`config.mk`:
```
export PLATFORM = sky130hd
export DESIGN_NAME = pwm_duty_controller
export DESIGN_NICKNAME = d
export VERILOG_FILES = /design/src/rtl/pwm_ctrl_pkg.sv /design/src/rtl/pwm_tick_gen.sv /design/src/rtl/pwm_duty_controller.sv
export SDC_FILE = /design/constraint.sdc
export NUM_CORES = 1
export LEC_CHECK = 0
export CORE_MARGIN = 5
export CORE_UTILIZATION = 42
export CTS_BUF_LIST = sky130_fd_sc_hd__clkbuf_2
export DETAILED_ROUTE_END_ITERATION = 10
export GPL_TIMING_DRIVEN = 1
export PLACE_DENSITY = 0.64
export SYNTH_ARGS = -nofsm -noshare
export SYNTH_HDL_FRONTEND = slang
export SYNTH_SLANG_ARGS = --single-unit
```
`constraint.sdc`:
```
create_clock -name clock -period 3.4 [get_ports clock]
set_input_delay 0.34 -clock clock [delete_from_list [all_inputs] [get_ports clock]]
set_output_delay 0.34 -clock clock [all_outputs]
set_load 0.01 [all_outputs]
```
`src/rtl/pwm_ctrl_pkg.sv`:
```
// pwm_ctrl_pkg: shared state encoding and helpers for the PWM duty controller.
// The optional auto-retry feature is selected with PWM_CTRL_AUTO_RETRY_EN.
package pwm_ctrl_pkg;

  typedef enum logic [1:0] {
    IDLE      = 2'd0,
    SOFTSTART = 2'd1,
    REGULATE  = 2'd2,
    FAULT     = 2'd3
  } pwm_state_e;

  // True in the states where the gate driver is enabled and duty is live.
  function automatic logic is_driving(input pwm_state_e s);
    return (s == SOFTSTART) || (s == REGULATE);
  endfunction

endpackage

```
`src/rtl/pwm_tick_gen.sv`:
```
// pwm_tick_gen: regulation-rate prescaler. Counts 0..UPDATE_DIV-1 while run is
// high and flags tick on the last count. clr restarts the count so the first
// tick after a state change lands UPDATE_DIV cycles after state entry.
module pwm_tick_gen #(
  parameter int UPDATE_DIV = 10000
) (
  input  logic clock,
  input  logic reset,
  input  logic clr,
  input  logic run,
  output logic tick
);

  localparam int CW = $clog2(UPDATE_DIV);
  localparam logic [CW-1:0] LAST = CW'(UPDATE_DIV - 1);

  logic [CW-1:0] cnt_q;
  logic [CW-1:0] cnt_d;

  // Next count: hold at zero when idle or cleared, wrap after the last count.
  always_comb begin
    cnt_d = cnt_q;
    if (clr || !run) begin
      cnt_d = '0;
    end else if (cnt_q == LAST) begin
      cnt_d = '0;
    end else begin
      cnt_d = cnt_q + 1'b1;
    end
  end

  assign tick = run && (cnt_q == LAST);

  // Count register with synchronous reset.
  always_ff @(posedge clock) begin
    if (reset) begin
      cnt_q <= '0;
    end else begin
      cnt_q <= cnt_d;
    end
  end

endmodule

```
`src/rtl/pwm_duty_controller.sv`:
```
// pwm_duty_controller: closed-loop sequencer owning the PWM duty word and the
// gate-driver enable: soft-start, bang-bang regulation, overcurrent shutdown.
// Define PWM_CTRL_AUTO_RETRY_EN to make FAULT restart by itself after
// RETRY_CYC quiet cycles; otherwise FAULT latches until start drops or reset.
module pwm_duty_controller
  import pwm_ctrl_pkg::*;
#(
  parameter int DW         = 11,
  parameter int UPDATE_DIV = 10000,
  parameter int DUTY_MAX   = 1900,
  parameter int SS_LIMIT   = 1024
`ifdef PWM_CTRL_AUTO_RETRY_EN
  ,
  parameter int RETRY_CYC  = 2000000
`endif
) (
  input  logic          clock,
  input  logic          reset,
  input  logic          start,
  input  logic          fb,
  input  logic          ocp,
  output logic [DW-1:0] duty,
  output logic          en,
  output logic          pgood,
  output logic          fault,
  output logic [1:0]    state
);

  localparam logic [DW-1:0] DUTY_MAX_W = DW'(DUTY_MAX);
  localparam logic [DW-1:0] SS_LIMIT_W = DW'(SS_LIMIT);

  pwm_state_e    state_q;
  pwm_state_e    state_d;
  logic [DW-1:0] duty_q;
  logic [DW-1:0] duty_d;
  logic          en_q;
  logic          en_d;
  logic          tick;
  logic          tick_run;
  logic          tick_clr;

`ifdef PWM_CTRL_AUTO_RETRY_EN
  localparam int RW = $clog2(RETRY_CYC);
  localparam logic [RW-1:0] RETRY_LAST = RW'(RETRY_CYC - 1);

  logic [RW-1:0] retry_q;
  logic [RW-1:0] retry_d;
`endif

  // The prescaler only runs while driving and restarts on every state change.
  assign tick_run = is_driving(state_q);
  assign tick_clr = (state_d != state_q);

  pwm_tick_gen #(
    .UPDATE_DIV(UPDATE_DIV)
  ) u_tick_gen (
    .clock(clock),
    .reset(reset),
    .clr  (tick_clr),
    .run  (tick_run),
    .tick (tick)
  );

  // Next state and duty: start=0 beats ocp, ocp beats the tick action.
  always_comb begin
    state_d = state_q;
    duty_d  = duty_q;
    en_d    = 1'b0;
`ifdef PWM_CTRL_AUTO_RETRY_EN
    retry_d = '0;
`endif
    if (!start) begin
      state_d = IDLE;
    end else begin
      unique case (state_q)
        IDLE: begin
          state_d = SOFTSTART;
        end
        SOFTSTART: begin
          if (ocp) begin
            state_d = FAULT;
          end else if (tick) begin
            if (fb) begin
              state_d = REGULATE;
            end else if (duty_q < SS_LIMIT_W) begin
              duty_d = duty_q + 1'b1;
            end else begin
              state_d = FAULT;
            end
          end
        end
        REGULATE: begin
          if (ocp) begin
            state_d = FAULT;
          end else if (tick) begin
            if (fb) begin
              if (duty_q != '0) begin
                duty_d = duty_q - 1'b1;
              end
            end else if (duty_q < DUTY_MAX_W) begin
              duty_d = duty_q + 1'b1;
            end else begin
              duty_d = DUTY_MAX_W;
            end
          end
        end
        FAULT: begin
`ifdef PWM_CTRL_AUTO_RETRY_EN
          if (ocp) begin
            retry_d = '0;
          end else if (retry_q == RETRY_LAST) begin
            state_d = SOFTSTART;
          end else begin
            retry_d = retry_q + 1'b1;
          end
`else
          state_d = FAULT;
`endif
        end
        default: begin
          state_d = IDLE;
        end
      endcase
    end
    if (!is_driving(state_d)) begin
      duty_d = '0;
    end
    en_d = is_driving(state_d);
  end

  // State, duty and enable registers; reset returns straight to IDLE.
  always_ff @(posedge clock) begin
    if (reset) begin
      state_q <= IDLE;
      duty_q  <= '0;
      en_q    <= 1'b0;
    end else begin
      state_q <= state_d;
      duty_q  <= duty_d;
      en_q    <= en_d;
    end
  end

`ifdef PWM_CTRL_AUTO_RETRY_EN
  // Fault hold counter, only meaningful while in FAULT.
  always_ff @(posedge clock) begin
    if (reset) begin
      retry_q <= '0;
    end else begin
      retry_q <= retry_d;
    end
  end
`endif

  assign duty  = duty_q;
  assign en    = en_q;
  assign pgood = (state_q == REGULATE);
  assign fault = (state_q == FAULT);
  assign state = state_q;

endmodule
```
Word level (Yosys, flattened, before mapping)
Index checks and enable logic that the tools add are counted.

Logic and storage cells: 52. Register bits after elaboration: 28.

Bitwise logic cells: 1. Equality and inequality tests: 14. Order comparisons: 2. Add/subtract/negate cells: 3. Muxes and demuxes: 17. Reductions and logical operators: 11.

Operators by type and width (count): 2-to-1 mux 11 bit (9); < comparator 11 bit (second input constant) (2); one-hot mux 11 bit (2 select lines) (1); adder 14 x 1 -> 14 bit (second input constant) (1); == test 14 bit (second input constant) (1); 2-to-1 mux 2 bit (6); adder 11 x 1 -> 11 bit (second input constant) (1); nonzero test 11 bit (1); subtractor 11 x 1 -> 11 bit (second input constant) (1); AND reduction 9 bit (1); != test 2 bit (second input constant) (4); one-hot mux 2 bit (4 select lines) (1); == test 2 bit (second input constant) (3); == test 2 x 1 -> 1 bit (second input constant) (2); != test 2 x 1 -> 1 bit (second input constant) (2); logical OR 1 bit (3); != test 3 x 2 -> 1 bit (second input constant) (1); OR reduction 3 bit (1); logical NOT 2 bit (1); != test 2 bit (1); nonzero test 2 bit (1); OR reduction 2 bit (1); logical AND 1 bit (1); logical NOT 1 bit (1); inverter 1 bit (1).

Depth between registers and ports, before layout
Gate-level depths: netlist (run 1).

Depth in word-level cells: 11. Mapped depth: 11. Gate-level depth less buffers: 8.

By module
From an unflattened synthesis (run 1), not the netlist that was laid out.

Cell total of the unflattened synthesis: 237. Area, all modules: 1903.1 um^2.

By module, submodules not included: pwm_duty_controller (sequential area each 280.3 um^2, times used 1, area an instance 1263.7 um^2, cells each 166); pwm_tick_gen (sequential area each 280.3 um^2, times used 1, area an instance 639.4 um^2, cells each 71).

Worst setup path after synthesis (run 1)
Ideal clock, no wire load.

Kind: register to register. Start point: register u_tick_gen.cnt_q[6]. End point: register u_tick_gen.cnt_q[10]. Data required time: 3.336 ns. Stages on the path, launching flop included: 9. Setup slack: 1.007 ns. Arrival: 2.329 ns. Clock period less this slack: 2.393 ns. Cells stage by stage: dfxtp_1 -> or4b_4 -> nor4_4 -> a41oi_2 -> o31a_1 -> or3_1 -> buf_2 -> buf_6 -> nor2_1.

Cells in the longest elaborated chain, start to end: 9.

RTL lines: start: declaration (line pwm_tick_gen.sv:17) `logic [CW-1:0] cnt_q;`; start signal: assignment (line pwm_tick_gen.sv:39) `cnt_q <= cnt_d;`; == test 14 bit (line pwm_tick_gen.sv:25, pwm_tick_gen.sv:32); logical AND 1 bit (line pwm_tick_gen.sv:32) `assign tick = run && (cnt_q == LAST);`; 2-to-1 mux 2 bit (line pwm_duty_controller.sv:82) `end else if (tick) begin`; 2-to-1 mux 2 bit (line pwm_duty_controller.sv:80) `if (ocp) begin`; one-hot mux 2 bit (4 select lines) (line pwm_duty_controller.sv:75) `unique case (state_q)`; 2-to-1 mux 2 bit (line pwm_duty_controller.sv:72) `if (!start) begin`; != test 2 bit (line pwm_duty_controller.sv:52) `assign tick_clr = (state_d != state_q);`; logical OR 1 bit (line pwm_tick_gen.sv:23) `if (clr || !run) begin`; OR reduction 3 bit (no line).

Parallel ways exist; a longest one is shown, timed or not. A chain may end at the register's enable or synchronous reset.

Worst setup path in the final report (run 1)
Start point: register u_tick_gen.cnt_q[6]. End point: register u_tick_gen.cnt_q[1].

Cells in the longest elaborated chain, start to end: 9.

RTL lines (line): == test 14 bit (*) (pwm_tick_gen.sv:25, pwm_tick_gen.sv:32); logical AND 1 bit (pwm_tick_gen.sv:32); 2-to-1 mux 2 bit (pwm_duty_controller.sv:82); 2-to-1 mux 2 bit (pwm_duty_controller.sv:80); one-hot mux 2 bit (4 select lines) (pwm_duty_controller.sv:75); 2-to-1 mux 2 bit (pwm_duty_controller.sv:72); != test 2 bit (pwm_duty_controller.sv:52); logical OR 1 bit (pwm_tick_gen.sv:23); OR reduction 3 bit (no line) (*).

Mark *: on every way between the ends. The rest lies on a longest branch, timed or not.

==> key figures, run 1 <==
Timing
  • Clk_skew: 0.0202 ns
  • PnR worst setup slack: around 0.79 ns
  • Endpoints failing setup: 0
  • Final Hold Viols: 0
  • Fin crit share: 76.8%
  • Unrepaired setup endpoints after global routing: no
  • Fin crit period: 2.61 ns
  • Worst slew pin tran: 0.959 ns
  • Fin Setup TNS: 0 ns
  • Max Freq: 383 MHz
  • Slew headroom: 35.8%
  • Count of pins over their slew limit: 0

Final layout
  • Cell Count, Final, Fillers Out: 300
  • Layout Nets: about 260
  • Share of layout cells above drive strength 1: ~5.2%
  • Area grow syn2layout: 13.4%
  • Fillcell total: 400
  • Post-Route Utilization: 50.3%
  • # diodes: 0

Drt
  • Vias: about 1700
  • Post-route DRC: 0
  • Total wire length: 4.34 mm
  • Routed Antenna Nets: 0
  • Via/cell ratio: 5.79
  • Initial DRC Count: 116
  • Pre-antenna DRT Iters: 5
  • Routed WL per cell: 14.5 um

Global routing
  • Total grt overflow: 0
  • Largest net degree at the start of global routing: 16
  • First-pass GRT wire length: 7.66 mm
  • Total track usage: 17.0%
  • Antenna violations before repair: 0
  • Number of global-route vias before repair: between 1500 and 2000

Setup path
  • Buffers & Inverters on Critical Path: 0
  • Biggest cell delay along the critical path: 0.57 ns
  • Worst path slowest cell: or4b_4
  • Startpoint Class: register
  • CP required: between 3 and 4 ns
  • Worst-path cell chain: or4b_4 > nor4_4 > a41oi_2 > o31a_1 > or3_1 > nor2_1
  • WP data arrival: around 3 ns
  • Critical path's top delay family: simple AND/OR/NAND/NOR gates
  • Max FO, Critical Path: 14
  • CP Class: reg -> reg
  • CP endpoint kind: register

Power
  • Clock power frac: around 25%
  • Pwr Total: 0.495 mW
  • Combinational share of power: 7.3%
  • Pwr Density: 241 nW/um^2
  • Total leakage power: 0.707 nW
  • Internal Power: 0.374 mW
  • Peak VDD IR: 159 uV
  • Switching Power: 0.122 mW
  • Reg power frac: 67.4%
  • Sw Ratio: 24.6%

Synth
  • Async SR Flop Fraction: 0%
  • EDFF count, synth: 0
  • Syn Area/Cell: between 7 and 8 um^2
  • Gate Count Post-Synth: 236
  • FF+latch count, synth: 28
  • Post-synth net total: ~250
  • Synth warnings: 0
  • Mapped cell area: 1810 um^2
  • Yosys cell types: 48
  • Main flop type after synthesis: dfxtp_1
  • Seq/Total Area, Yosys: 30.9%

Clocking
  • Worst skew pair latency: 0.37 ns
  • # clock sinks: 28
  • Post-CTS setup buffers: 0
  • Cts repair resizes: 0
  • # H-tree levels: 1
  • # hold bufs at CTS: 0
  • CTS tree: yes
  • Num CTS Buffers: 3
  • CTS clock-pin slew for the worst setup and hold paths: 0.28 ns
  • Max Root-Sink Buffers: 2
  • Root buffer cell: clkbuf_2

Die
  • Die height: roughly 76 um
  • Die area: 5730 um^2
  • Cell row count: 23
  • Initial Util: 44.4%
  • Core ar.: approximately 4000 um^2
  • Num ports: 21
  • Die Wd: 75.7 um

Hold path
  • Hold Path Class: reg -> reg

Place
  • DP Worst Slack: approximately 0.83 ns
  • I/O Buffers: 20
  • # placed instances: 296
  • DP Wirelength: 3.08 mm
  • RD Place Congestion: 0.820

Run
  • Max Cap Viol: 0

Run status
  • Run status: completed
cell families after synthesis:
| kind of cell | count (synthesis) | share of synthesized area (%) |
|---|---|---|
| and+or+nand+nor | 110 | 31.8 |
| AOI/OAI and AO/OA | 56 | 20.3 |
| DFF | 28 | 30.9 |
| buffers and inverters | 20 | 4.62 |
| xor gates and xnor gates | 13 | 6.28 |
| adders and majority gates | 8 | 5.52 |
| muxes | 1 | 0.552 |
layer usage:
| metal | up-vias | track usage [%] | share of wire [%] |
|---|---|---|---|
| met3 | 2 | 4.09 | 5.5 |
| met1 | 803 | 23.8 | 49 |
| li1 | 892 | - | - |
| met4 | 0 | 3.30 | 0.62 |
| met2 | 40 | 26.8 | 45 |
| met5 | - | 0 | 0 |
area by class of cell:
| type | count | area (um^2) | share of cell area, % |
|---|---|---|---|
| clock buffer | 3 | 15.0 | 0.730 |
| clock inverter | 1 | 3.75 | 0.183 |
| inverter | 8 | 30.0 | 1.46 |
| multi-input combinational | 188 | 1170 | 56.8 |
| sequential | 28 | 561 | 27.3 |
| tap | 50 | 62.6 | 3.04 |
| timing repair buffer | 22 | 215 | 10.5 |
flip-flops by register name (all words and copies together) (netlist names):
register          count
u_tick_gen.cnt_q     14
duty                 11
state                 2
en                    1
layout by cell type, fill, tap and decap left out, drive strengths merged, types with 3 or more instances in the layout:
| master | n |
|---|---|
| nor4 | 8 |
| xnor2 | 8 |
| nand3 | 18 |
| a31oi | 5 |
| nor2 | 36 |
| and3 | 5 |
| clkbuf | 3 |
| clkdlybuf4s50 | 20 |
| o21ai | 10 |
| a21oi | 18 |
| xor2 | 5 |
| o22ai | 3 |
| or3 | 3 |
| nor3 | 5 |
| nand2 | 16 |
| ha | 8 |
| nand4 | 3 |
| inv | 8 |
| dfxtp | 28 |
final timing paths:
kind	startpoint	to	slack [ns]	depth (start not counted)
hold reg to reg	u_tick_gen.cnt_q[0]$_SDFF_PP0_	u_tick_gen.cnt_q[0]$_SDFF_PP0_	0.46	1
setup / recovery	u_tick_gen.cnt_q[6]$_SDFF_PP0_	u_tick_gen.cnt_q[1]$_SDFF_PP0_	0.79	6
setup reg to reg	u_tick_gen.cnt_q[6]$_SDFF_PP0_	u_tick_gen.cnt_q[1]$_SDFF_PP0_	0.79	6
hold / removal	u_tick_gen.cnt_q[0]$_SDFF_PP0_	u_tick_gen.cnt_q[0]$_SDFF_PP0_	0.46	1
metrics by stage:
stage	cell area (um^2)	hold WS (ns)
5_1_grt	2060	0.484
2_1_floorplan	1810	0.411
3_3_place_gp	2040	0.428
3_5_place_dp	2040	0.432
4_1_cts	2060	0.460
6_report	2060	0.458
synthesized netlist by cell type, drive strengths merged (3+ instances only):
cell	n	area, um^2
and3	5	31.3
clkbuf	10	37.5
nand2	16	60.1
nor2	36	135
o22ai	3	18.8
xor2	5	43.8
nand4	3	18.8
xnor2	8	70.1
dfxtp	28	561
nand3	18	90.1
or3	3	18.8
ha	8	100
a31oi	5	31.3
o21ai	10	50.1
a21oi	18	90.1
nor4	8	65.1
inv	8	30.0
nor3	5	25.0
power by group through the flow:
stage                     Combinational, mW  Clock (mW)  Sequential [mW]
after floorplan                      0.0212           0            0.340
after global placement               0.0365           0            0.340
after detailed placement             0.0361           0            0.340
after CTS                            0.0364       0.133            0.334
after global routing                 0.0409       0.148            0.335
final                                0.0362       0.125            0.334
No activity file was read; power rests on OpenSTA's default activity.
==> inputs of run 2 (changes only) <==
clock period = 2.52 ns   (was 3.4 ns; I/O delays follow)
==> key figures, run 2 (synthesis results as in run 1) <==
Run status
  • Run status: completed

Die
  • Initial Util: 44.4% (unchanged)
  • Core ar.: 4090 um^2 (unchanged)
  • Cell row count: 23 (unchanged)
  • Num ports: 21 (unchanged)
  • Die height: 75.7 um (unchanged)
  • Die Wd: 75.7 um (unchanged)
  • Die area: 5730 um^2 (unchanged)

Drt
  • Total wire length: 4.55 mm (+4.7%)
  • Routed Antenna Nets: 0 (unchanged)
  • Routed WL per cell: 14.4 um (-0.56%)
  • Post-route DRC: 0 (unchanged)
  • Pre-antenna DRT Iters: 5 (unchanged)
  • Vias: 1821 (+4.8%)
  • Via/cell ratio: 5.76 (-0.47%)
  • Initial DRC Count: 133 (+15%)

Global routing
  • Largest net degree at the start of global routing: 17 (+1)
  • Antenna violations before repair: 0 (unchanged)
  • First-pass GRT wire length: 7.72 mm (+0.81%)
  • Total track usage: 17.3% (+0.25 points)
  • Number of global-route vias before repair: 1626 (-0.97%)
  • Total grt overflow: 0 (unchanged)

Final layout
  • Most common cell after layout, fill and taps aside: nor2_1
  • Layout Nets: 280 (+6.1%)
  • Fillcell total: 406 (+1.5%)
  • Area grow syn2layout: 21.8%
  • Share of layout cells above drive strength 1: 12.0% (+6.8 points)
  • # diodes: 0 (unchanged)
  • Top reg by flops: u_tick_gen.cnt_q
  • Final Cell Area: 2210 um^2 (+7.4%)
  • Largest register FFs: 14 (unchanged)
  • Commonest non-fill, non-tap cells in the layout: nor2_1 (36), dfxtp_1 (27), clkdlybuf4s50_1 (20)

Setup path
  • Startpoint Class: register
  • CP endpoint kind: register
  • CP Class: reg -> reg
  • Reg2reg end: u_tick_gen.cnt_q[12]$_SDFF_PP0_
  • Worst r2r src: u_tick_gen.cnt_q[6]$_SDFF_PP0_
  • Max FO, Critical Path: 14 (unchanged)
  • Worst reg2reg path depth: 6 (unchanged)
  • FF-to-FF setup slack: 0.17 ns (-0.61 ns)
  • CP required: 2.85 ns (-0.86 ns)
  • WP data arrival: 2.68 ns (-0.24 ns)

Hold path
  • Hold Path Class: reg -> reg
  • Hold Path End: u_tick_gen.cnt_q[0]$_SDFF_PP0_
  • Hold Path Cell Cnt: 1 (unchanged)
  • Worst hold start: u_tick_gen.cnt_q[0]$_SDFF_PP0_

Timing
  • Final Hold Viols: 0 (unchanged)
  • Fin crit share: 93.1% (+16 points)
  • Clk_skew: 0.0212 ns (+0.00102 ns)
  • Worst slew pin tran: 0.626 ns (-0.333 ns)
  • Fin Setup TNS: 0 ns (unchanged)
  • Endpoints failing setup: 0 (unchanged)
  • Max Freq: 426 MHz (+11%)
  • Unrepaired setup endpoints after global routing: no
  • Count of pins over their slew limit: 0 (unchanged)
  • Fin crit period: 2.35 ns (-0.266 ns)
  • Slew headroom: 58.1% (+22 points)

Place
  • RD Place Congestion: 0.882 (+7.6%)
  • I/O Buffers: 20 (unchanged)
  • DP Wirelength: 3.37 mm (+9.2%)
  • Cell Area, Placed: 2150 um^2 (+5.5%)

Clocking
  • # hold bufs at CTS: 0 (unchanged)
  • Max Root-Sink Buffers: 2 (unchanged)
  • # H-tree levels: 1 (unchanged)
  • Num CTS Buffers: 3 (unchanged)
  • CTS tree: yes
  • CTS clock-pin slew for the worst setup and hold paths: 0.26 ns (-0.02 ns)
  • # clock sinks: 28 (unchanged)
  • Root buffer cell: clkbuf_2
  • Worst skew pair latency: 0.38 ns (about the same)

Power
  • Pwr Density: 354 nW/um^2 (+47%)
  • Total leakage power: 0.803 nW (+14%)
  • Peak VDD IR: 251 uV (+58%)

Run
  • Max Cap Viol: 0 (unchanged)
run 2: cell count changes in the layout (fill, tap and decap cells not counted), sizes merged:
cell / before / now
buf: 2 / 18
bufinv: 0 / 1
clkinv: 1 / 0
run 2: layer usage:
metal / global-route usage (%) / vias up / share of wire [%] / wire, um
met4: 4.85 / 0 / 0.79 / 36
met1: 25.7 / 841 / 49 / 2240
met2: 25.7 / 53 / 43 / 1960
li1: - / 923 / - / -
met3: 2.64 / 4 / 6.8 / 308
met5: 0 / - / 0 / 0
run 2: area by class of cell:
cell class / instances / area, um^2 / share of cell area (%)
tap: 50 / 62.6 / 2.83
timing repair buffer: 38 / 335 / 15.2
inverter: 8 / 30.0 / 1.36
clock buffer: 3 / 15.0 / 0.680
multi-input combinational: 188 / 1170 / 53.1
sequential: 28 / 562 / 25.4
clock inverter: 1 / 30.0 / 1.36
run 2: power by group:
group          switching (mW)  leakage (nW)  internal (mW)
clock network           0.143        0.0266          0.136
registers             0.00226         0.226          0.448
logic                  0.0291         0.550         0.0250
total                   0.174         0.803          0.609
run 2: stage by stage:
step           worst slack (ns)  total power [mW]  hold WS [ns]  cells  util, %
4_1_cts                 0.00249             0.790         0.455    315     53.7
2_1_floorplan             0.127             0.487         0.331    236        -
3_3_place_gp             0.0925             0.510         0.424    311     52.6
3_5_place_dp             0.0575             0.510         0.436    311     52.6
6_report                  0.175             0.783         0.463    316     54.0
5_1_grt                 0.00180             0.814         0.470    316     54.0
run 2: critical path, cell delays in order, from the launching register on:
cell     delay, ns
dfxtp_2       0.41
or4b_4        0.57
nor4_4        0.30
a41oi_2       0.19
o31a_1        0.31
or3_4         0.41
nor2_1        0.12
run 2: worst max-delay path by stage:
stage                                              start                              end  slack [ns]  cells after the start
final                     u_tick_gen.cnt_q[6]$_SDFF_PP0_  u_tick_gen.cnt_q[12]$_SDFF_PP0_        0.17                      6
after global routing      u_tick_gen.cnt_q[6]$_SDFF_PP0_   u_tick_gen.cnt_q[8]$_SDFF_PP0_       0.002                      6
after CTS                 u_tick_gen.cnt_q[6]$_SDFF_PP0_  u_tick_gen.cnt_q[12]$_SDFF_PP0_       0.002                      6
after detailed placement  u_tick_gen.cnt_q[6]$_SDFF_PP0_  u_tick_gen.cnt_q[12]$_SDFF_PP0_        0.06                      6
after global placement    u_tick_gen.cnt_q[6]$_SDFF_PP0_   u_tick_gen.cnt_q[4]$_SDFF_PP0_        0.09                      6
after floorplan           u_tick_gen.cnt_q[6]$_SDFF_PP0_  u_tick_gen.cnt_q[10]$_SDFF_PP0_        0.13                      8
run 2: timing repair:
| action | in CTS | in global routing |
|---|---|---|
| endpoints found under the setup margin | 0 | 15 |
| resized for setup | 0 | 2 |
| buffers inserted | 0 | 1 |
==> inputs of run 3 (changes only) <==
MAX_ROUTING_LAYER = met4   (was default)
PLACE_DENSITY = default   (was 0.64)
==> key figures, run 3 (synthesis results as in run 1) <==
Final layout
  • Layout Nets: 276 (-1.4%)
  • Fillcell total: 410 (+0.99%)
  • Share of layout cells above drive strength 1: 11.1% (-0.96 points)
  • Cell Count, Final, Fillers Out: 312 (-1.3%)
  • Most common cell after layout, fill and taps aside: nor2_1
  • Area grow syn2layout: 20.2%
  • # diodes: 0 (unchanged)
  • Commonest non-fill, non-tap cells in the layout: nor2_1 (36), dfxtp_1 (26), clkdlybuf4s50_1 (20)
  • Post-Route Utilization: 53.3% (-0.70 points)
  • Top reg by flops: u_tick_gen.cnt_q
  • Largest register FFs: 14 (unchanged)

Clocking
  • Max Root-Sink Buffers: 2 (unchanged)
  • Post-CTS setup buffers: 0 (unchanged)
  • Worst skew pair latency: 0.39 ns (about the same)
  • CTS clock-pin slew for the worst setup and hold paths: 0.29 ns (+0.03 ns)
  • # H-tree levels: 1 (unchanged)
  • Num CTS Buffers: 3 (unchanged)
  • Root buffer cell: clkbuf_2
  • # clock sinks: 28 (unchanged)
  • CTS tree: yes

Die
  • Die area: 5730 um^2 (unchanged)
  • Die Wd: 75.7 um (unchanged)
  • Initial Util: 44.4% (unchanged)
  • Die height: 75.7 um (unchanged)
  • Core ar.: 4090 um^2 (unchanged)
  • Num ports: 21 (unchanged)
  • Cell row count: 23 (unchanged)

Global routing
  • Total grt overflow: 0 (unchanged)
  • First-pass GRT wire length: 7.87 mm (+1.9%)
  • Number of global-route vias before repair: 1651 (+1.5%)
  • Largest net degree at the start of global routing: 17 (unchanged)
  • Antenna violations before repair: 0 (unchanged)
  • Total track usage: 18.1% (+0.87 points)

Setup path
  • Worst-path cell chain: or4b_4 > nor4_4 > a41oi_2 > o31a_1 > or3_4 > nor2_1
  • Biggest cell delay along the critical path: 0.57 ns (about the same)
  • WP data arrival: 2.74 ns (+0.06 ns)
  • Max FO, Critical Path: 14 (unchanged)
  • Startpoint Class: register
  • Worst path slowest cell: or4b_4
  • Critical path's top delay family: simple AND/OR/NAND/NOR gates
  • CP endpoint kind: register
  • CP Class: reg -> reg
  • CP required: 2.88 ns (+0.03 ns)
  • Buffers & Inverters on Critical Path: 0 (unchanged)

Timing
  • Worst slew pin tran: 0.518 ns (-0.108 ns)
  • Clk_skew: 0.00252 ns (-0.0187 ns)
  • Endpoints failing setup: 0 (unchanged)
  • Final Hold Viols: 0 (unchanged)
  • PnR worst setup slack: 0.144 ns (-0.0307 ns)
  • Fin Setup TNS: 0 ns (unchanged)
  • Count of pins over their slew limit: 0 (unchanged)
  • Unrepaired setup endpoints after global routing: no
  • Hold WS: 0.454 ns (-0.00901 ns)
  • Max Freq: 421 MHz (-1.3%)
  • Fin crit share: 94.3% (+1.2 points)
  • Slew headroom: 65.2% (+7.1 points)
  • Fin crit period: 2.38 ns (+0.0307 ns)

Place
  • DP Worst Slack: -0.00337 ns (-0.0609 ns)
  • DP Wirelength: 3.38 mm (+0.30%)
  • # placed instances: 308 (-0.96%)
  • I/O Buffers: 20 (unchanged)
  • RD Place Congestion: 0.918 (+4.0%)

Run status
  • Run status: completed

Power
  • Internal Power: 0.608 mW (-0.13%)
  • Sw Ratio: 23.2% (+0.98 points)
  • Clock power frac: 36.6% (+1.0 points)
  • Reg power frac: 57.0% (-0.5 points)
  • Total leakage power: 0.785 nW (-2.3%)
  • Pwr Density: 363 nW/um^2 (+2.5%)
  • Combinational share of power: 6.5% (-0.4 points)
  • Peak VDD IR: 191 uV (-24%)
  • Switching Power: 0.184 mW (+5.6%)

Drt
  • Pre-antenna DRT Iters: 5 (unchanged)
  • Initial DRC Count: 93 (-30%)
  • Routed WL per cell: 14.9 um (+3.8%)
  • Via/cell ratio: 5.82 (+0.95%)
  • Vias: 1815 (-0.33%)
  • Post-route DRC: 0 (unchanged)
  • Total wire length: 4.66 mm (+2.5%)
  • Routed Antenna Nets: 0 (unchanged)

Run
  • Max Cap Viol: 0 (unchanged)

Hold path
  • Hold Path Class: in -> reg
## run 3: changes by cell type in the layout (fill, tap and decap cells not counted), sizes merged
cell / before / now
buf: 18 / 14
## run 3: worst paths after layout
check | from | to | slack (ns) | cells after the start
max | u_tick_gen.cnt_q[6]$_SDFF_PP0_ | u_tick_gen.cnt_q[6]$_SDFF_PP0_ | 0.14 | 6
min | reset | state[0]$_SDFF_PP0_ | 0.45 | 2
max reg2reg | u_tick_gen.cnt_q[6]$_SDFF_PP0_ | u_tick_gen.cnt_q[6]$_SDFF_PP0_ | 0.14 | 6
min reg2reg | u_tick_gen.cnt_q[0]$_SDFF_PP0_ | u_tick_gen.cnt_q[0]$_SDFF_PP0_ | 0.46 | 1
## run 3: cell type report
class	count	area, um^2	share of cell area (%)
Clock inverter	1	30.0	1.38
Sequential cell	28	563	25.8
Timing Repair Buffer	34	305	14.0
Clock buffer	3	15.0	0.689
Tap cell	50	62.6	2.87
Multi-Input combinational cell	188	1170	53.8
Inverter	8	30.0	1.38
## run 3: stage by stage
step / total power, mW / instance area (um^2)
finish: 0.792 / 2180
floorplan: 0.487 / 1810
global placement: 0.509 / 2130
global route: 0.820 / 2180
detailed placement: 0.508 / 2130
CTS: 0.796 / 2180
## run 3: routing by layer
layer / track usage (%) / routed length [um]
met5: - / 0
met2: 26.2 / 2000
met4: 4.85 / 38
met1: 26.7 / 2300
met3: 1.98 / 328
## run 3: power groups by stage
stage                     Sequential, mW  Combinational (mW)  Clock (mW)
after global routing               0.452              0.0567       0.311
after global placement             0.458              0.0506           0
final                              0.451              0.0512       0.290
after detailed placement           0.458              0.0501           0
after floorplan                    0.459              0.0287           0
after CTS                          0.451              0.0514       0.294
## run 3: worst register-to-register path: cells and delay by family (launching register included)
family | cells | cell delay [ns]
AOI/OAI and AO/OA | 2 | 0.51
DFF | 1 | 0.41
and+or+nand+nor | 4 | 1.43
## run 3: repair_timing
action	in CTS	in global routing
setup endpoints to repair	14	7
gates resized for setup	1	2
hold buffers	0	0
gates cloned	0	0
==> variant 1 (config.mk and constraints of run 1) <==
Build with the macro `PWM_CTRL_AUTO_RETRY_EN` defined.
--- a/src/rtl/pwm_duty_controller.sv
+++ b/src/rtl/pwm_duty_controller.sv
@@ -4,2 +4,4 @@
 // RETRY_CYC quiet cycles; otherwise FAULT latches until start drops or reset.
+`define PWM_CTRL_AUTO_RETRY_EN
+
 module pwm_duty_controller
Function: same outputs for any inputs over 10 cycles, from zero or initial values and one cycle with reset high; that may be too few to reach the edited logic, so the function may still have changed.
==> variant 1 against run 1 <==
  * Area after synthesis increased by 51%
  * Total power increased by 77%
  * Routed wire length grew 40%
  * Count of clock-buffer cells in the layout rose by 2
  * Cell area is 47% higher
  * Non-clock buffer count fell by 1
  * Worst setup slack lost 0.44 ns
  * First-iteration DRC count grew 44%
  * Via count up 41%
  * Sequential cell count grew 21
  * Critical path type unchanged
  * Critical endpoint is now u_tick_gen.cnt_q[13]
  * Highest routed layer unchanged
==> variant 1: results (changes against run 1) <==
* Synth cell count leaders: dfxtp_1, nor2_1, nand2_1
* Max reg flops at 21 (+7)
* Flop2flop setup slack at 0.35 ns (-0.44 ns)
* CP max stage delay at 0.90 ns (+0.33 ns)
* Tightest Pin Transition at 1.180 ns (+0.2215 ns)
* Compound-Gate Fraction of Synth Area at 0.1495 (-0.05338)
* Count leader, synth: dfxtp_1
* Xor-xnor portion of the synthesized cell area at 0.09602 (+0.03322)
* Clock Tree Root: clkbuf_2
* Initial DRT Pass Iterations at 4 (-1)
* Leakage at 0.9377 nW (+33%)
* CTS buffer count at 5 (+2)
* Initial DRC count at 167 (+44%)
* GP Congestion at 0.8380 (+2.2%)
* Reg with most FFs: retry_q
* GRT Resource Usage Total at 0.1506 (-0.01956)
* Status: finished clean
* Multiplexer share of the synthesized area at 0.005487 (-0.00003408)
* Final-layout fill cell count at 615 (+54%)
* Initial antenna violation count at 0 (unchanged)
* H-tree levels at 2 (+1)
* Ranking of synthesized cells by area: dfxtp_1, nor2_1, xnor2_1
* Clk pin slew, worst setup/hold paths at 0.24 ns (-0.04 ns)
* Worst R2R End: u_tick_gen.cnt_q[13]
* Final antenna diode count at 0 (unchanged)
* Largest net degree at the start of global routing at 20 (+4)
* Count of unique library cells instantiated by Yosys at 53 (+10%)
* Adder-cell share of the synthesized area at 0.04572 (-0.009486)
* Layout cell share with drive strength beyond 1 at 0.04348 (-0.008522)
* DR WL/cell at 14.39 um (-0.52%)
* Clk_lat worst skew at 0.45 ns (+0.08 ns)
* # nets final at 359 (+36%)
* Worst vdd ir at 0.0001561 V (-1.9%)
* Slowest cell on crit path: xnor2_1
* Clock skew at 0.03623 ns (+0.01601 ns)
* DPL Wire Length at 4221 um (+37%)
* Crit path DAT at 3.35 ns (+0.43 ns)
* Sequential-to-total area share from yosys stat at 0.3585 (+0.04930)
* First-pass GRT wire length at 10570 um (+38%)
* Vias in the first global route at 2222 (+35%)
[variant 1: kinds of logic after synthesis]
logic type / after synthesis
simple gates: 152
compound gates: 62
flops: 49
xor+xnor: 30
buf+inv: 27
fa+ha+maj: 10
mux: 1
[variant 1: worst max path at each step]
stage / to / slack (ns)
3_3_place_gp: u_tick_gen.cnt_q[8] / 0.47
4_1_cts: u_tick_gen.cnt_q[13] / 0.36
2_1_floorplan: u_tick_gen.cnt_q[10] / 0.98
3_5_place_dp: u_tick_gen.cnt_q[3] / 0.40
6_report: u_tick_gen.cnt_q[13] / 0.35
5_1_grt: u_tick_gen.cnt_q[13] / 0.14
[variant 1: per-stage QoR]
step                      cells  setup slack (ns)  instance area, sq um  hold slack [ns]
after floorplan             331            0.9807                  2736           0.4124
after global placement      414            0.4743                  2974           0.4355
after detailed placement    414            0.4008                  2974           0.4514
after CTS                   422            0.3564                  3020           0.4699
after global routing        422            0.1443                  3020           0.4741
final                       422            0.3458                  3020           0.4788
[variant 1: worst max-delay path, delay by kind of cell (launching register included)]
| kind | cells | cell delay (ns) |
|---|---|---|
| simple gates | 4 | 1.19 |
| compound gates | 1 | 0.43 |
| xor+xnor | 1 | 0.90 |
| flops | 1 | 0.41 |
[variant 1: final cells by class]
type	count	share of cell area
multi-input combinational	255	0.5443
tap	77	0.03190
clock inverter	3	0.007042
sequential	49	0.3248
timing repair buffer	21	0.06877
clock buffer	5	0.008285
inverter	12	0.01491
[variant 1: routing by layer]
layer / global-route usage / wire length [um]
met1: 0.2043 / 2930
met5: 0 / 0
met4: 0.04963 / 72
met3: 0.03083 / 249
met2: 0.2373 / 2820
[variant 1: power groups by stage]
stage | combinational (W) | clock, W | sequential (W)
detailed placement | 0.0000426 | 0 | 0.000591
global placement | 0.0000425 | 0 | 0.000591
CTS | 0.0000427 | 0.000264 | 0.000581
global route | 0.0000471 | 0.000292 | 0.000582
finish | 0.0000431 | 0.000255 | 0.000581
floorplan | 0.0000274 | 0 | 0.000591
==> variant 2 (config.mk and constraints of run 1) <==
Made on the original files. Add an input register stage for `start` and `fb`; this delays them by one clock. The other inputs are not delayed to match. Comments in the files are not updated.
--- a/src/rtl/pwm_duty_controller.sv
+++ b/src/rtl/pwm_duty_controller.sv
@@ -30,2 +30,10 @@
   localparam logic [DW-1:0] SS_LIMIT_W = DW'(SS_LIMIT);
+
+  logic start_q;
+  logic fb_q;
+
+  always_ff @(posedge clock) begin
+    start_q <= start;
+    fb_q    <= fb;
+  end
 
@@ -71,3 +79,3 @@
 `endif
-    if (!start) begin
+    if (!start_q) begin
       state_d = IDLE;
@@ -82,3 +90,3 @@
           end else if (tick) begin
-            if (fb) begin
+            if (fb_q) begin
               state_d = REGULATE;
@@ -95,3 +103,3 @@
           end else if (tick) begin
-            if (fb) begin
+            if (fb_q) begin
               if (duty_q != '0) begin
Behaviour: not the same (Yosys sat finds a counterexample within 4 cycles, from zero or initial values and one cycle with reset high).
==> variant 2 against run 1 <==
  * Non-clock buffer count is 4 higher
  * Routed wire length is 16% higher
  * Combinational power grew 87%
  * Sequential cell count grew 2
  * Cell area increased by 10%
  * Worst setup slack lost 0.13 ns
  * Area after synthesis grew 9.9%
  * Total power grew 24%
==> variant 2: results (changes against run 1) <==
* Status: finished clean
* Ranking of synthesized cells by area: dfxtp_1, a21oi_1, nor2_1
* First-pass GRT wire length at 8728 um (+14%)
* Flop2flop setup slack at 0.66 ns (-0.13 ns)
* Max Buffers Root-to-Sink at 2 (unchanged)
* Count of unique library cells instantiated by Yosys at 50 (+4.2%)
* GRT Resource Usage Total at 0.1735 (+0.003389)
* Vias in the first global route at 1833 (+12%)
* Ys Warns at 0 (unchanged)
* Clk_lat worst skew at 0.37 ns (about the same)
* Tightest Pin Transition at 1.034 ns (+0.07511 ns)
* Worst Setup SP: state[0]
* Leakage at 0.7998 nW (+13%)
* DR WL/cell at 15.47 um (+7.0%)
* Crit path DAT at 3.05 ns (+0.13 ns)
* Pre-CTS WS at 0.7092 ns (-0.1249 ns)
* Clock Tree Root: clkbuf_2
* Xor-xnor portion of the synthesized cell area at 0.05716 (-0.005641)
* Initial DRC count at 91 (-22%)
* Hold WC Path Type: primary input to flop
* H-tree levels at 2 (+1)
* Register-to-Register Path Depth at 7 (+1)
* Crit path max fanout at 22 (+8)
* # nets final at 282 (+6.8%)
* Port Buffers at 20 (unchanged)
* Initial antenna violation count at 0 (unchanged)
* WHS Endpoint: fb_q
* Post-CTS setup buffers at 0 (unchanged)
* Switching share of power at 0.2975 (+0.05161)
* Layout cell share with drive strength beyond 1 at 0.09259 (+0.04059)
* CTS buffer count at 5 (+2)
* Worst vdd ir at 0.0001602 V (+0.67%)
* Reg with most FFs: u_tick_gen.cnt_q
* Synth Net Count at 263 (+5.6%)
* Initial DRT Pass Iterations at 4 (-1)
* FFs w/ async S/R, synth at 0 (unchanged)
* Worst hold path depth at 1 (unchanged)
* Worst R2R End: duty[5]
* Final-layout fill cell count at 452 (+13%)
* Compound-Gate Fraction of Synth Area at 0.2318 (+0.02889)
* Clk pin slew, worst setup/hold paths at 0.17 ns (-0.11 ns)
* Routed vias at 1875 (+7.9%)
* DPL Wire Length at 3375 um (+9.5%)
* Synth cell count leaders: nor2_1, dfxtp_1, a21oi_1
* Sequential-to-total area share from yosys stat at 0.3015 (-0.007671)
* Largest net degree at the start of global routing at 23 (+7)
* GP Congestion at 0.8039 (-2.0%)
* Min-delay src: fb
* Most used DFF post-synth: dfxtp_1
* Adder-cell share of the synthesized area at 0.05025 (-0.004959)
* Multiplexer share of the synthesized area at 0.005025 (-0.0004959)
* Max reg flops at 14 (unchanged)
* Clock skew at 0.02085 ns (+0.0006269 ns)
==> variant 2: cells by family after synthesis <==
kind of cell,after synthesis
xor+xnor,13
mux,1
compound gates,67
flops,30
buf+inv,21
simple gates,110
fa+ha+maj,8
==> variant 2: worst max-delay path by stage <==
stage	cells after the start	slack [ns]	endpoint
6_report	7	0.66	duty[5]
2_1_floorplan	9	0.84	duty[2]
3_5_place_dp	8	0.71	duty[7]
4_1_cts	9	0.68	u_tick_gen.cnt_q[7]
3_3_place_gp	9	0.79	u_tick_gen.cnt_q[10]
5_1_grt	9	0.49	u_tick_gen.cnt_q[2]
==> variant 2: critical path: stages, from the launching register on <==
cell and delay [ns]:
dfxtp_1 0.51, inv_1 0.10, ha_1 0.32, or3b_4 0.39, nor4_4 0.29, o221ai_2 0.46, or3_1 0.50, a21oi_1 0.12
==> variant 2: final cells by class <==
cell class,instances,area [sq um],area share
Clock buffer,5,25.02,0.01106
Clock inverter,3,16.27,0.007186
Inverter,7,26.28,0.01161
Multi-Input combinational cell,199,1282,0.5666
Sequential cell,30,600.6,0.2653
Tap cell,54,67.56,0.02985
Timing Repair Buffer,26,245.2,0.1083
==> variant 2: power groups by stage <==
stage | clock network [W] | logic (W) | registers, W
4_1_cts | 0.000192 | 0.0000674 | 0.000362
6_report | 0.000185 | 0.0000677 | 0.000362
3_3_place_gp | 0 | 0.0000667 | 0.000370
2_1_floorplan | 0 | 0.0000456 | 0.000369
3_5_place_dp | 0 | 0.0000666 | 0.000370
5_1_grt | 0.000209 | 0.0000737 | 0.000363
==> variant 2: routing by layer <==
| layer | up-vias | share of wire | track usage |
|---|---|---|---|
| met5 | - | 0 | 0 |
| met4 | 0 | 0.014 | 0.06186 |
| li1 | 952 | - | - |
| met1 | 862 | 0.48 | 0.2269 |
| met3 | 9 | 0.056 | 0.05215 |
| met2 | 52 | 0.45 | 0.2708 |
==> variant 2: through the flow <==
stage	util	area [sq um]	instances	hold WS [ns]
floorplan	-	1992	250	0.3677
global placement	0.4768	2222	316	0.5689
detailed placement	0.4768	2222	316	0.5756
CTS	0.4856	2263	324	0.3766
global route	0.4856	2263	324	0.3562
finish	0.4856	2263	324	0.3947
